[src/rtl/pipe_ctrl_pkg.sv]
// Shared types for the pipeline stall/flush controller.
package pipe_ctrl_pkg;

    // Cache-wait FSM state
    typedef enum logic {
        RUN,
        WAIT
    } pipe_state_e;

    // Per-register freeze/flush controls driven into the pipeline registers
    typedef struct packed {
        logic freeze_pc;
        logic freeze_if;
        logic freeze_id;
        logic freeze_exe;
        logic freeze_mem;
        logic flush_if;
        logic flush_id;
    } pipe_ctrl_t;

    localparam int unsigned WAIT_CNT_W = 16;

endpackage

[src/rtl/pipe_hazard_ctrl_sat_counter.sv]
// Saturating up-counter with synchronous clear; holds at all-ones.
module sat_counter #(
    parameter int unsigned W = 8
) (
    input  logic         clk,
    input  logic         rst_n,
    input  logic         i_inc,
    input  logic         i_clr,
    output logic [W-1:0] o_cnt
);

    localparam logic [W-1:0] ONE = W'(1);

    logic [W-1:0] r_cnt;

    // Clear wins over increment; increment stops at all-ones
    always_ff @(posedge clk or negedge rst_n) begin
        if (!rst_n) begin
            r_cnt <= '0;
        end else if (i_clr) begin
            r_cnt <= '0;
        end else if (i_inc && (r_cnt != '1)) begin
            r_cnt <= r_cnt + ONE;
        end
    end

    assign o_cnt = r_cnt;

endmodule

[src/rtl/pipe_hazard_ctrl.sv]
// Central stall/flush controller: priority decode of memory stall, taken
// branch and RAW hazard into freeze/flush pins, plus cache-wait FSM,
// timeout detection and saturating performance counters.
module pipe_hazard_ctrl
    import pipe_ctrl_pkg::*;
#(
    parameter int unsigned MEM_TIMEOUT = 255,
    parameter int unsigned CNT_W       = 32
) (
    input  logic             clk,
    input  logic             rst_n,
    input  logic             hazard_ID,
    input  logic             branch_taken_EXE,
    input  logic             mem_req_MEM,
    input  logic             mem_ready,
    input  logic             err_clr,
    output logic             freeze_PC,
    output logic             freeze_IF,
    output logic             freeze_ID,
    output logic             freeze_EXE,
    output logic             freeze_MEM,
    output logic             flush_IF,
    output logic             flush_ID,
    output logic             mem_wait,
    output logic             mem_timeout_err,
    output logic [CNT_W-1:0] stall_cnt,
    output logic [CNT_W-1:0] flush_cnt
);

    localparam logic [WAIT_CNT_W-1:0] TIMEOUT_VAL = WAIT_CNT_W'(MEM_TIMEOUT);

    logic                  w_mem_stall;
    logic                  w_any_freeze;
    pipe_ctrl_t            w_ctrl;
    logic [WAIT_CNT_W-1:0] w_wait_cnt;
    logic                  w_wait_inc;
    logic                  w_wait_clr;

    pipe_state_e           r_state;
    logic                  r_mem_wait;
    logic                  r_timeout_err;

    assign w_mem_stall = mem_req_MEM & ~mem_ready;

    // Priority decode: memory stall > taken branch > ID hazard
    always_comb begin
        w_ctrl = '0;
        if (w_mem_stall) begin
            w_ctrl.freeze_pc  = 1'b1;
            w_ctrl.freeze_if  = 1'b1;
            w_ctrl.freeze_id  = 1'b1;
            w_ctrl.freeze_exe = 1'b1;
            w_ctrl.freeze_mem = 1'b1;
        end else if (branch_taken_EXE) begin
            w_ctrl.flush_if = 1'b1;
            w_ctrl.flush_id = 1'b1;
        end else if (hazard_ID) begin
            w_ctrl.freeze_pc = 1'b1;
            w_ctrl.freeze_if = 1'b1;
            w_ctrl.flush_id  = 1'b1;
        end
    end

    // Cache-wait FSM with registered mem_wait output
    always_ff @(posedge clk or negedge rst_n) begin
        if (!rst_n) begin
            r_state    <= RUN;
            r_mem_wait <= 1'b0;
        end else begin
            case (r_state)
                RUN: begin
                    if (w_mem_stall) begin
                        r_state    <= WAIT;
                        r_mem_wait <= 1'b1;
                    end
                end
                WAIT: begin
                    if (mem_ready || !mem_req_MEM) begin
                        r_state    <= RUN;
                        r_mem_wait <= 1'b0;
                    end
                end
                default: begin
                    r_state    <= RUN;
                    r_mem_wait <= 1'b0;
                end
            endcase
        end
    end

    // Sticky timeout flag; a coincident set beats err_clr
    always_ff @(posedge clk or negedge rst_n) begin
        if (!rst_n) begin
            r_timeout_err <= 1'b0;
        end else if ((r_state == WAIT) && w_mem_stall && (w_wait_cnt == TIMEOUT_VAL)) begin
            r_timeout_err <= 1'b1;
        end else if (err_clr) begin
            r_timeout_err <= 1'b0;
        end
    end

    assign w_wait_inc   = (r_state == WAIT);
    assign w_wait_clr   = (r_state == RUN);
    assign w_any_freeze = w_ctrl.freeze_pc | w_ctrl.freeze_if | w_ctrl.freeze_id |
                          w_ctrl.freeze_exe | w_ctrl.freeze_mem;

    sat_counter #(.W(WAIT_CNT_W)) u_wait_cnt (
        .clk   (clk),
        .rst_n (rst_n),
        .i_inc (w_wait_inc),
        .i_clr (w_wait_clr),
        .o_cnt (w_wait_cnt)
    );

    sat_counter #(.W(CNT_W)) u_stall_cnt (
        .clk   (clk),
        .rst_n (rst_n),
        .i_inc (w_any_freeze),
        .i_clr (1'b0),
        .o_cnt (stall_cnt)
    );

    sat_counter #(.W(CNT_W)) u_flush_cnt (
        .clk   (clk),
        .rst_n (rst_n),
        .i_inc (w_ctrl.flush_if),
        .i_clr (1'b0),
        .o_cnt (flush_cnt)
    );

    assign freeze_PC       = w_ctrl.freeze_pc;
    assign freeze_IF       = w_ctrl.freeze_if;
    assign freeze_ID       = w_ctrl.freeze_id;
    assign freeze_EXE      = w_ctrl.freeze_exe;
    assign freeze_MEM      = w_ctrl.freeze_mem;
    assign flush_IF        = w_ctrl.flush_if;
    assign flush_ID        = w_ctrl.flush_id;
    assign mem_wait        = r_mem_wait;
    assign mem_timeout_err = r_timeout_err;

endmodule

[config.mk]
export PLATFORM = sky130hd
export DESIGN_NAME = pipe_hazard_ctrl
export DESIGN_NICKNAME = d
export VERILOG_FILES = /design/src/rtl/pipe_ctrl_pkg.sv /design/src/rtl/pipe_hazard_ctrl_sat_counter.sv /design/src/rtl/pipe_hazard_ctrl.sv
export SDC_FILE = /design/constraint.sdc
export NUM_CORES = 1
export LEC_CHECK = 0
export ABC_AREA = 1
export BUFFER_PORTS_ARGS = -buffer_cell sky130_fd_sc_hd__buf_2
export CORE_MARGIN = 2
export CORE_UTILIZATION = 53
export CTS_CLUSTER_SIZE = 8
export DETAILED_ROUTE_END_ITERATION = 8
export PLACE_DENSITY = 0.79
export SYNTH_ARGS = -nofsm -noshare
export SYNTH_HDL_FRONTEND = slang
export SYNTH_HIERARCHICAL = 1
export SYNTH_SLANG_ARGS = --single-unit
[constraint.sdc]
create_clock -name clk -period 1.55 [get_ports clk]
set_input_delay 0.0775 -clock clk [delete_from_list [all_inputs] [get_ports clk]]
set_output_delay 0.0775 -clock clk [all_outputs]
set_load 0.03 [all_outputs]
# ---- Yosys cells after proc, flatten, opt, wreduce, memory -nomap -nowiden
# Cells that the tools add are included.
dict set report op_classes {
  add_sub_neg 3
  n_eq_ne 7
  muxes 18
  bitwise_logic 7
  reduce_logical 9
}
# op count
set ops {}
lappend ops {{$add A32 B1 Y32 const B} 2}
lappend ops {{$ne A32 B32 Y1 const B} 2}
lappend ops {{$mux W16} 2}
lappend ops {{$add A16 B1 Y16 const B} 1}
lappend ops {{$eq A16 B8 Y1 const B} 1}
lappend ops {{$ne A16 B16 Y1 const B} 1}
lappend ops {{$mux W1} 9}
lappend ops {{$mux W2} 4}
lappend ops {{$logic_and A1 B1 Y1} 5}
lappend ops {{$ne A2 B1 Y1 const B} 2}
lappend ops {{$or A1 B1 Y1} 4}
lappend ops {{$pmux W1 S2} 2}
lappend ops {{$mux W3} 1}
lappend ops {{$ne A2 B2 Y1 const B} 1}
lappend ops {{$not A1 Y1} 2}
lappend ops {{$reduce_and A2 Y1} 1}
lappend ops {{$reduce_bool A2 Y1} 1}
lappend ops {{$and A1 B1 Y1} 1}
lappend ops {{$logic_not A1 Y1} 1}
lappend ops {{$logic_or A1 B1 Y1} 1}
dict set report word_totals {
  regBits 83
  in_bits 7
  out_inout_bits 73
  wordCells 50
}

# ---- Logic depth before layout (Yosys ltp)
# Gate-level depths: netlist of run 1.
dict set report depth {
  depth_word 8
  ltp_mapped 12
  depth_no_buf 11
}

# ---- By module
# Netlist of run 1, hierarchy kept.
# mod instances cells_per_inst area_per_inst_um2 seq_area_each_um2
set by_module_without_submodules {}
lappend by_module_without_submodules {{sat_counter at u_flush_cnt} 1 347 2259.7 800.8}
lappend by_module_without_submodules {{sat_counter at u_stall_cnt} 1 345 2243.4 800.8}
lappend by_module_without_submodules {{sat_counter at u_wait_cnt} 1 144 1037.2 400.4}
lappend by_module_without_submodules {pipe_hazard_ctrl 1 37 252.7 75.1}

# ---- Worst setup path before layout of run 1
# Ideal clock, no wire load.
dict set report synth_timing {
  path_type {reg2reg}
  from {reg u_flush_cnt.r_cnt[1] (netlist: u_flush_cnt/o_cnt[1])}
  to {reg u_flush_cnt.r_cnt[2] (netlist: u_flush_cnt/o_cnt[2])}
  setup_time_ns 0.066
  arrival_ns 1.842
  required_time_ns 1.484
  slack_ns -0.358
  stages_incl_launch_ff 13
  n_path_buf 1
  period_less_slack_ns 1.908
  path_cell_list {dfrtp_1 ha_1 nand2_1 nor2_4 nand2_4 nor2_8 nand2_4 nand2_8 nand2_4 clkinv_4 buf_12 nand2_1 nand2_1}
}
dict set report synth_between {
  elab_chain_len 2
  elab_cells_between_ends 3
  classes_between {add/sub: 1; eq/ne: 1; reduce/logical: 1}
}
# item line_no
set synth_lines {}
lappend synth_lines {{from (decl)} pipe_hazard_ctrl_sat_counter.sv:14} ;# logic [W-1:0] r_cnt;
lappend synth_lines {{from (signal assigned)} pipe_hazard_ctrl_sat_counter.sv:23} ;# r_cnt <= r_cnt + ONE;
lappend synth_lines {{branches (longest 2 deep; another with $add A32 B1 Y32)} -}
# Parallel ways; which one is timed is not known.
# A chain may end at the register's enable or synchronous reset.

# ---- Final worst setup path of run 1
dict set report layout_timing {
  from {reg u_stall_cnt.r_cnt[0] (netlist: u_stall_cnt/o_cnt[0])}
  to {reg u_stall_cnt.r_cnt[24] (netlist: u_stall_cnt/o_cnt[24])}
}
dict set report layout_between {
  elab_chain_len 2
  elab_cells_between_ends 3
  classes_between {add/sub: 1; eq/ne: 1; reduce/logical: 1}
}
# item line_no
set layout_lines {}
lappend layout_lines {{from (decl)} pipe_hazard_ctrl_sat_counter.sv:14}
lappend layout_lines {{from (signal assigned)} pipe_hazard_ctrl_sat_counter.sv:23}
lappend layout_lines {{branches (longest 2 deep; another with $add A32 B1 Y32)} -}
# Parallel ways; which one is timed is not known.

==> flow_summary.ini, run 1 <==
[run_status]
status = finished with violations
violations = negative setup slack

[sta]
setup_tns_ns = -2.224
layout_setup_ws_ns = -0.09719
timing.final.crit_share = 1.063
maxSlewViolCount = 0
rsz0062_at_grt = true
hold_viol = 0
fmax_mhz = 607.1
setup_violations = 58
min_period_ns = 1.647
skew_ns = 0.01228

[worst_setup_path]
cp_slowest_cell = dfrtp_2
crit_path_start_kind = flop
cp_num_buf_inv = 1
end_kind = flop
worstPathRequired_ns = 1.80
crit_type = flop to flop
cp.depth = 11
crit_path_max_fanout = 9
rr_endpoint = u_stall_cnt/o_cnt[24]
cp_cell_sequence = ha_4 -> nand2_4 -> nor2_4 -> nand2_4 -> nor2_8 -> nand2_4 -> nand2_8 -> buf_8 -> nor2_1 -> nand2_1 -> nand2_1
cp_data_arrival_time_ns = 1.90
r2r_setup_slack_ns = -0.1
r2r_start = u_stall_cnt/o_cnt[0]
ff2ff_path_depth = 11
path_common_cell = nand2_4
slowest_delay_ns = 0.41
path_delay_family = simple AND/OR/NAND/NOR gates

[global_routing]
grt_pass1_vias = 6213
grt_antenna_before_repair = 0
grt_pass1_wl_mm = 28.17
grt_max_degree = 34
grt_overflow_total = 0
track_usage = 0.3016

[synthesis]
synth_cells = 873
synth-seq-cells = 83
yosysMostFrequentCell = nand2_1
synth_commonest_cells = 329 x nand2_1, 126 x nor2_1, 83 x dfrtp_1
avgSynthCellArea_um2 = 6.636
async_flop_share = 1.000
synth_cell_types = 37
synth_area_leader_cell = dfrtp_1
seq_area_frac_synth = 0.3585
synth_enable_flop_cells = 0
synthesis.area_mm2 = 0.005793
synth_area_leaders = dfrtp_1 36%, nand2_1 21%, nor2_1 8.2%
synth_top_area_share = 0.3585
synth_flop_cell = dfrtp_1
synth_warnings = 6

[cts]
cts-root-buf = clkbuf_8
htreeDepth = 3
numCtsBuffers = 9
clk_pin_slew_ns = 0.10
cts_tree = built
worstSkewPairLatency_ns = 0.37
clk_path_buf_depth = 2
cts_sinks = 83

[final_layout]
diodes = 0
drive_above_1_share = 0.3650
fill_cells = 751
fin_util = 0.7743
area_delta_synth_final_pct = 43.63
fin_nets = 1122
instances_no_fill = 1255
final_area_mm2 = 0.008320

[floorplanning]
ios = 80
die_area_mm2 = 0.01178
die-width_um = 108.6
rows = 38
coreArea_mm2 = 0.01075
start_util = 0.5391
die_h_um = 108.6

[drt]
ant_nets = 0
first_pass_iters = 6
drt-initial-drc-count = 697
drcViolationCount = 0
routed_via_density = 5.527
via_count = 6936
wl_per_cell_um = 15.52
finalWirelength_mm = 19.48

[place]
gp_congestion = 0.9605
place_inst = 1209
placed_area_mm2 = 0.007347
place_hpwl_mm = 12.14
portBuffers = 79

[job]
cap_violations = 0

[power_and_ir_drop]
power.density_mw_per_mm2 = 543.6
peakVddDrop_uv = 475.5
leakage_nw = 4.230

[min_path]
worstHoldPathType = input pin to asynchronous set/reset pin
-- worst reg2reg max path, delay by kind of cell (launching register included) --
kind	cells	cell delay, ns
adders and majority gates	1	0.16
and+or+nand+nor	9	0.83
DFF	1	0.41
buffers and inverters	1	0.15
-- final cells by class --
cell class | instances | area [um^2] | share of cell area
clock inverter | 7 | 81.33 | 0.009774
timing repair buffer | 230 | 1669 | 0.2006
clock buffer | 9 | 123.9 | 0.01489
timing repair inverter | 4 | 45.04 | 0.005414
sequential | 83 | 2092 | 0.2514
tap | 140 | 175.2 | 0.02105
multi-input combinational | 699 | 3785 | 0.4549
inverter | 83 | 349.1 | 0.04195
-- registers in the layout, summed over array words and instances (netlist names) --
name and flops:
r_state 1, mem_wait 1, u_stall_cnt/o_cnt 32, mem_timeout_err 1, u_wait_cnt/o_cnt 16, u_flush_cnt/o_cnt 32
-- metal layers --
metal / part of all wire / GRT usage / vias to the layer above
li1: - / - / 3225
met1: 0.38 / 0.3815 / 3223
met2: 0.49 / 0.5165 / 392
met3: 0.081 / 0.03436 / 96
met4: 0.048 / 0.1374 / 0
met5: 0 / 0 / -
-- through the flow --
stage                     power (mW)  hold slack, ns  setup slack (ns)
after floorplan                2.550         -0.2181           -0.1740
after global placement         2.691         0.06012           -0.2394
after detailed placement       2.699         0.05907           -0.2859
after CTS                      4.407          0.1981          -0.03934
after global routing           4.663          0.2360           -0.1756
final                          4.523          0.1921          -0.09719
-- repair_timing --
| item | 4_1_cts | 5_1_grt |
|---|---|---|
| setup buffers | 7 | 11 |
| hold endpoints to repair | 32 | 0 |
| hold buffers | 2 | 0 |
| gates resized for setup | 31 | 103 |
| setup endpoints to repair | 77 | 79 |
| cloned | 4 | 6 |
| pin swaps | 19 | 42 |
-- kinds of logic after synthesis --
group,count (synthesis),synth area share
AOI/OAI and AO/OA,52,0.04881
xor gates and xnor gates,21,0.03175
adders and majority gates,5,0.01080
buffers and inverters,104,0.08467
DFF,83,0.3585
other,1,0.0006473
and+or+nand+nor,607,0.4648
-- worst max path at each step --
stage                              start               endpoint
finish              u_stall_cnt/o_cnt[0]  u_stall_cnt/o_cnt[24]
global route        u_stall_cnt/o_cnt[0]  u_stall_cnt/o_cnt[18]
CTS                 u_stall_cnt/o_cnt[1]  u_stall_cnt/o_cnt[26]
detailed placement   u_wait_cnt/o_cnt[0]    u_wait_cnt/o_cnt[2]
global placement     u_wait_cnt/o_cnt[0]    u_wait_cnt/o_cnt[2]
floorplan           u_flush_cnt/o_cnt[1]  u_flush_cnt/o_cnt[17]
-- power by group --
part / internal [mW] / leakage (nW) / switching, mW
Combinational: 0.203 / 2.99 / 0.419
Clock: 0.772 / 0.101 / 0.925
Sequential: 2.18 / 1.13 / 0.0192
-- placed cells by master, fill, tap and decap left out, drive strengths merged, types with 11 or more instances in the layout --
cell type  instances
nand2            355
buf              227
nor2             140
inv               87
dfrtp             83
nand3             82
o21ai             37
nand4             25
xor2              11
No activity file was read; power rests on OpenSTA's default activity.
==> inputs of run 2 (changes only) <==
Settings changed: CORE_UTILIZATION 53 to 40, PLACE_DENSITY 0.79 to 0.63.
==> run 2 against run 1 <==
The flow still finishes with violations (negative setup slack); clock skew fell by 0.0066 ns; via count fell by 7.7%; sequential share of layout area rose by 0.22 points; clock power rose by 32%; count of clock-buffer cells in the layout rose by 5; largest power group is now the clock network; cell count rose by 2.5%; first-iteration DRC count fell by 32%.
==> flow_summary.ini, run 2 (synthesis gave the netlist of run 1 again) <==
[run_status]
status = finished with violations
violations = negative setup slack

[global_routing]
grt-busiest-layer = met2
use_met1 = 0.2894
grt_overflow_total = 0
grt_antenna_before_repair = 0
grt_use_met3 = 0.03351
grt_max_degree = 48
use_met2 = 0.3648
track_usage = 0.2208
grt_pass1_wl_mm = 28.06
grt_pass1_vias = 5794

[worst_setup_path]
r2r_setup_slack_ns = -0.04
r2r_start = u_stall_cnt/o_cnt[1]
cp_slowest_cell = dfrtp_2
cp_num_buf_inv = 2
rr_endpoint = u_stall_cnt/o_cnt[15]
cp_data_arrival_time_ns = 1.87
path_delay_family = simple AND/OR/NAND/NOR gates
crit_type = flop to flop
ff2ff_path_depth = 10
cp.depth = 10
cp_cell_sequence = buf_4 -> nand2_2 -> nor2_4 -> nand2_2 -> buf_4 -> o21ai_1 -> nand2_1 -> nor2_1 -> nand2_2 -> o21ai_1
crit_start = u_stall_cnt/o_cnt[1]
worstPathRequired_ns = 1.83
slowest_delay_ns = 0.39
crit_path_start_kind = flop
end_kind = flop
crit_path_max_fanout = 4
path_common_cell = nand2_2

[drt]
drcViolationCount = 0
routed_via_density = 4.974
drt-initial-drc-count = 475
wl_per_cell_um = 13.67
first_pass_iters = 6
ant_nets = 0
via_count = 6402
finalWirelength_mm = 17.59

[sta]
setup_tns_ns = -0.1339
skew_ns = 0.005694
rsz0062_at_grt = true
min_period_ns = 1.592
timing.final.crit_share = 1.027
hold_viol = 0
maxSlewViolCount = 0
fmax_mhz = 628.1
layout_setup_ws_ns = -0.04216
setup_violations = 14

[final_layout]
area_delta_synth_final_pct = 42.29
final_common_cell = nand2_1
fin_util = 0.5893
fin_nets = 1114
multi_input_area_mm2 = 0.003656
final_area_mm2 = 0.008243
fill_cells = 1320
instances_no_fill = 1287
final_cell_mix = 302 x nand2_1, 136 x buf_4, 98 x nor2_1, 78 x inv_1, 78 x buf_2
diodes = 0
drive_above_1_share = 0.3415
seq_area_mm2 = 0.002091

[cts]
cts_sinks = 83
numCtsBuffers = 9
cts-root-buf = clkbuf_16
cts_tree = built
htreeDepth = 3
clk_pin_slew_ns = 0.06
worstSkewPairLatency_ns = 0.35
clk_path_buf_depth = 2

[place]
placed_area_mm2 = 0.007427
place_inst = 1253
place_hpwl_mm = 12.34
post-place-ws_ns = -0.2677
portBuffers = 79
gp_congestion = 0.8747

[floorplanning]
coreArea_mm2 = 0.01399
die-width_um = 124.3
die_area_mm2 = 0.01546
ios = 80
die_h_um = 124.3
rows = 43
start_util = 0.4141

[power_and_ir_drop]
power.density_mw_per_mm2 = 606.9
leakage_nw = 4.187
peakVddDrop_uv = 555.0

[job]
cap_violations = 0

[min_path]
worstHoldPathType = input pin to asynchronous set/reset pin
[run 2: routing by layer]
metal | vias up | part of all wire
met5 | - | 0
met1 | 2970 | 0.45
met4 | 0 | 0.025
li1 | 3213 | -
met3 | 32 | 0.047
met2 | 187 | 0.47
[run 2: worst max-delay path by stage]
stage	endpoint	slack [ns]
final	u_stall_cnt/o_cnt[15]	-0.04
after global routing	u_flush_cnt/o_cnt[18]	-0.1
after CTS	u_flush_cnt/o_cnt[29]	-0.02
after detailed placement	u_wait_cnt/o_cnt[2]	-0.27
after global placement	u_wait_cnt/o_cnt[8]	-0.31
after floorplan	u_flush_cnt/o_cnt[17]	-0.17
[run 2: repair_timing]
action	4_1_cts	5_1_grt
hold endpoints to repair	84	0
cloned	4	4
setup endpoints to repair	73	78
hold buffers	2	0
gates resized for setup	15	84
pin swaps	8	22
buffers inserted	4	5
[run 2: report_power, final]
| part | internal, mW | total, mW | switching (mW) | leakage, nW |
|---|---|---|---|---|
| Sequential | 2.19 | 2.21 | 0.0192 | 1.14 |
| Combinational | 0.173 | 0.551 | 0.378 | 2.90 |
| Clock | 1.34 | 2.24 | 0.907 | 0.147 |
[run 2: layout make-up]
class	instances	area share
flip-flops and latches	83	0.2536
well taps	180	0.02732
inverters	83	0.04235
repair inverters	2	0.003036
clock buffers	14	0.03203
multi-input cells	697	0.4435
clock inverters	2	0.004250
repair buffers	226	0.1938
[run 2: worst register-to-register path, delay by kind of cell (launching register included)]
family,cells,cell delay [ns]
AOI/OAI and AO/OA,2,0.20
buffers and inverters,2,0.28
and+or+nand+nor,6,0.64
DFF,1,0.39
[run 2: through the flow]
| stage | total power [mW] | hold slack (ns) |
|---|---|---|
| 2_1_floorplan | 2.550 | -0.2181 |
| 3_3_place_gp | 2.690 | -0.09621 |
| 3_5_place_dp | 2.693 | -0.09482 |
| 4_1_cts | 4.996 | 0.07164 |
| 5_1_grt | 5.175 | 0.09936 |
| 6_report | 5.002 | 0.08338 |
==> inputs of run 3 (changes only) <==
Settings changed: SKIP_LAST_GASP set to 1.
==> run 3 against run 2 <==
Critical path type unchanged; sequential share of layout area up 0.16 points; via count decreased by 0.33%; critical endpoint unchanged; the run still ends with negative setup slack left; highest routed layer unchanged; largest power group unchanged; flip-flop and latch count unchanged.
==> flow_summary.ini, run 3 (synthesis gave the netlist of run 1 again) <==
[sta]
fmax_mhz = 631.7
maxSlewViolCount = 0
min_period_ns = 1.583
setup_tns_ns = -0.2717
rsz0062_at_grt = true
skew_ns = 0.006829
layout_setup_ws_ns = -0.03311
hold_viol = 0
setup_violations = 30
timing.final.crit_share = 1.021

[floorplanning]
rows = 43
die_area_mm2 = 0.01546
coreArea_mm2 = 0.01399
die-width_um = 124.3
ios = 80
die_h_um = 124.3
start_util = 0.4141

[global_routing]
grt_pass1_wl_mm = 28.05
track_usage = 0.2208
grt_antenna_before_repair = 0
grt_overflow_total = 0
grt_pass1_vias = 5793
grt_max_degree = 48

[place]
gp_congestion = 0.8747
portBuffers = 79
place_hpwl_mm = 12.34
place_inst = 1253

[worst_setup_path]
cp_data_arrival_time_ns = 1.82
crit_path_max_fanout = 5
end_kind = flop
crit_path_start_kind = flop
worstPathRequired_ns = 1.79
crit_type = flop to flop

[drt]
via_count = 6381
drcViolationCount = 0
routed_via_density = 4.962
finalWirelength_mm = 17.57
wl_per_cell_um = 13.66
drt-initial-drc-count = 475
ant_nets = 0
first_pass_iters = 5

[final_layout]
diodes = 0
area_delta_synth_final_pct = 41.38
fill_cells = 1323
instances_no_fill = 1286
drive_above_1_share = 0.3318
final_common_cell = nand2_1
fin_nets = 1113
final_cell_mix = 307 x nand2_1, 135 x buf_4, 99 x nor2_1, 78 x inv_1, 78 x buf_2

[power_and_ir_drop]
peakVddDrop_uv = 555.8
leakage_nw = 4.164
power.density_mw_per_mm2 = 610.5
power_mw = 5.000

[cts]
clk_path_buf_depth = 2
clk_pin_slew_ns = 0.06
htreeDepth = 3
cts-root-buf = clkbuf_16
cts_sinks = 83
cts_tree = built
numCtsBuffers = 9
worstSkewPairLatency_ns = 0.35

[job]
cap_violations = 0

[min_path]
worstHoldPathType = input pin to asynchronous set/reset pin

[run_status]
violations = negative setup slack
status = finished with violations
## run 3: cell count changes in the layout (fill, tap and decap cells not counted), sizes merged
cell  previous run  this run
buf            222       221
## run 3: cell type report
type                       count  area (um^2)  area share
clock inverter                 2        35.03    0.004277
timing repair buffer         225         1590      0.1942
clock buffer                  14        264.0     0.03223
sequential                    83         2091      0.2553
inverter                      83        349.1     0.04262
timing repair inverter         2        25.02    0.003055
tap                          180        225.2     0.02750
multi-input combinational    697         3611      0.4409
## run 3: routing by layer
layer  up-vias  share of wire  GRT usage
met5         -              0          0
met4         0          0.026    0.09055
met3        35          0.043    0.03351
met2       180           0.47     0.3645
met1      2961           0.46     0.2897
li1       3205              -          -
## run 3: final timing paths
check	slack, ns	end	cells after the start	start
setup / recovery	-0.03	u_stall_cnt/o_cnt[15]	11	u_stall_cnt/o_cnt[1]
hold / removal	0.08	u_stall_cnt/o_cnt[1]	2	rst_n
setup reg to reg	-0.03	u_stall_cnt/o_cnt[15]	11	u_stall_cnt/o_cnt[1]
hold reg to reg	0.47	mem_wait	2	mem_wait
max in group asynchronous	0.86	mem_wait	3	rst_n
min in group clk	0.34	u_stall_cnt/o_cnt[1]	7	mem_ready
## run 3: worst max-delay path, stage by stage (launching register included)
cell	delay (ns)
dfrtp_2	0.39
ha_4	0.15
nand2_4	0.05
nor2_4	0.11
nand2_4	0.09
nor2_8	0.13
nand2_4	0.08
nand2_8	0.08
nand2_8	0.09
clkbuf_16	0.18
nand2_1	0.06
o21ai_1	0.05
## run 3: report_power, final
| part | switching, mW | total, mW | internal (mW) |
|---|---|---|---|
| Combinational | 0.376 | 0.548 | 0.173 |
| Clock | 0.908 | 2.25 | 1.34 |
| Sequential | 0.0191 | 2.21 | 2.19 |
## run 3: what timing repair did
action	in CTS	in global routing
cloned	4	4
endpoints found under the hold margin	84	0
setup endpoints to repair	73	78
gates resized for setup	13	73
pin swaps	5	21
hold buffers	2	0
setup buffers	4	4
## run 3: stage by stage
stage	utilization	hold slack (ns)	setup slack (ns)	instance area (um^2)
2_1_floorplan	-	-0.2181	-0.1740	5948
3_3_place_gp	0.5309	-0.09621	-0.3147	7427
3_5_place_dp	0.5309	-0.09482	-0.2677	7427
4_1_cts	0.5616	0.07164	-0.01532	7856
5_1_grt	0.5855	0.09936	-0.1155	8190
6_report	0.5855	0.08270	-0.03311	8190
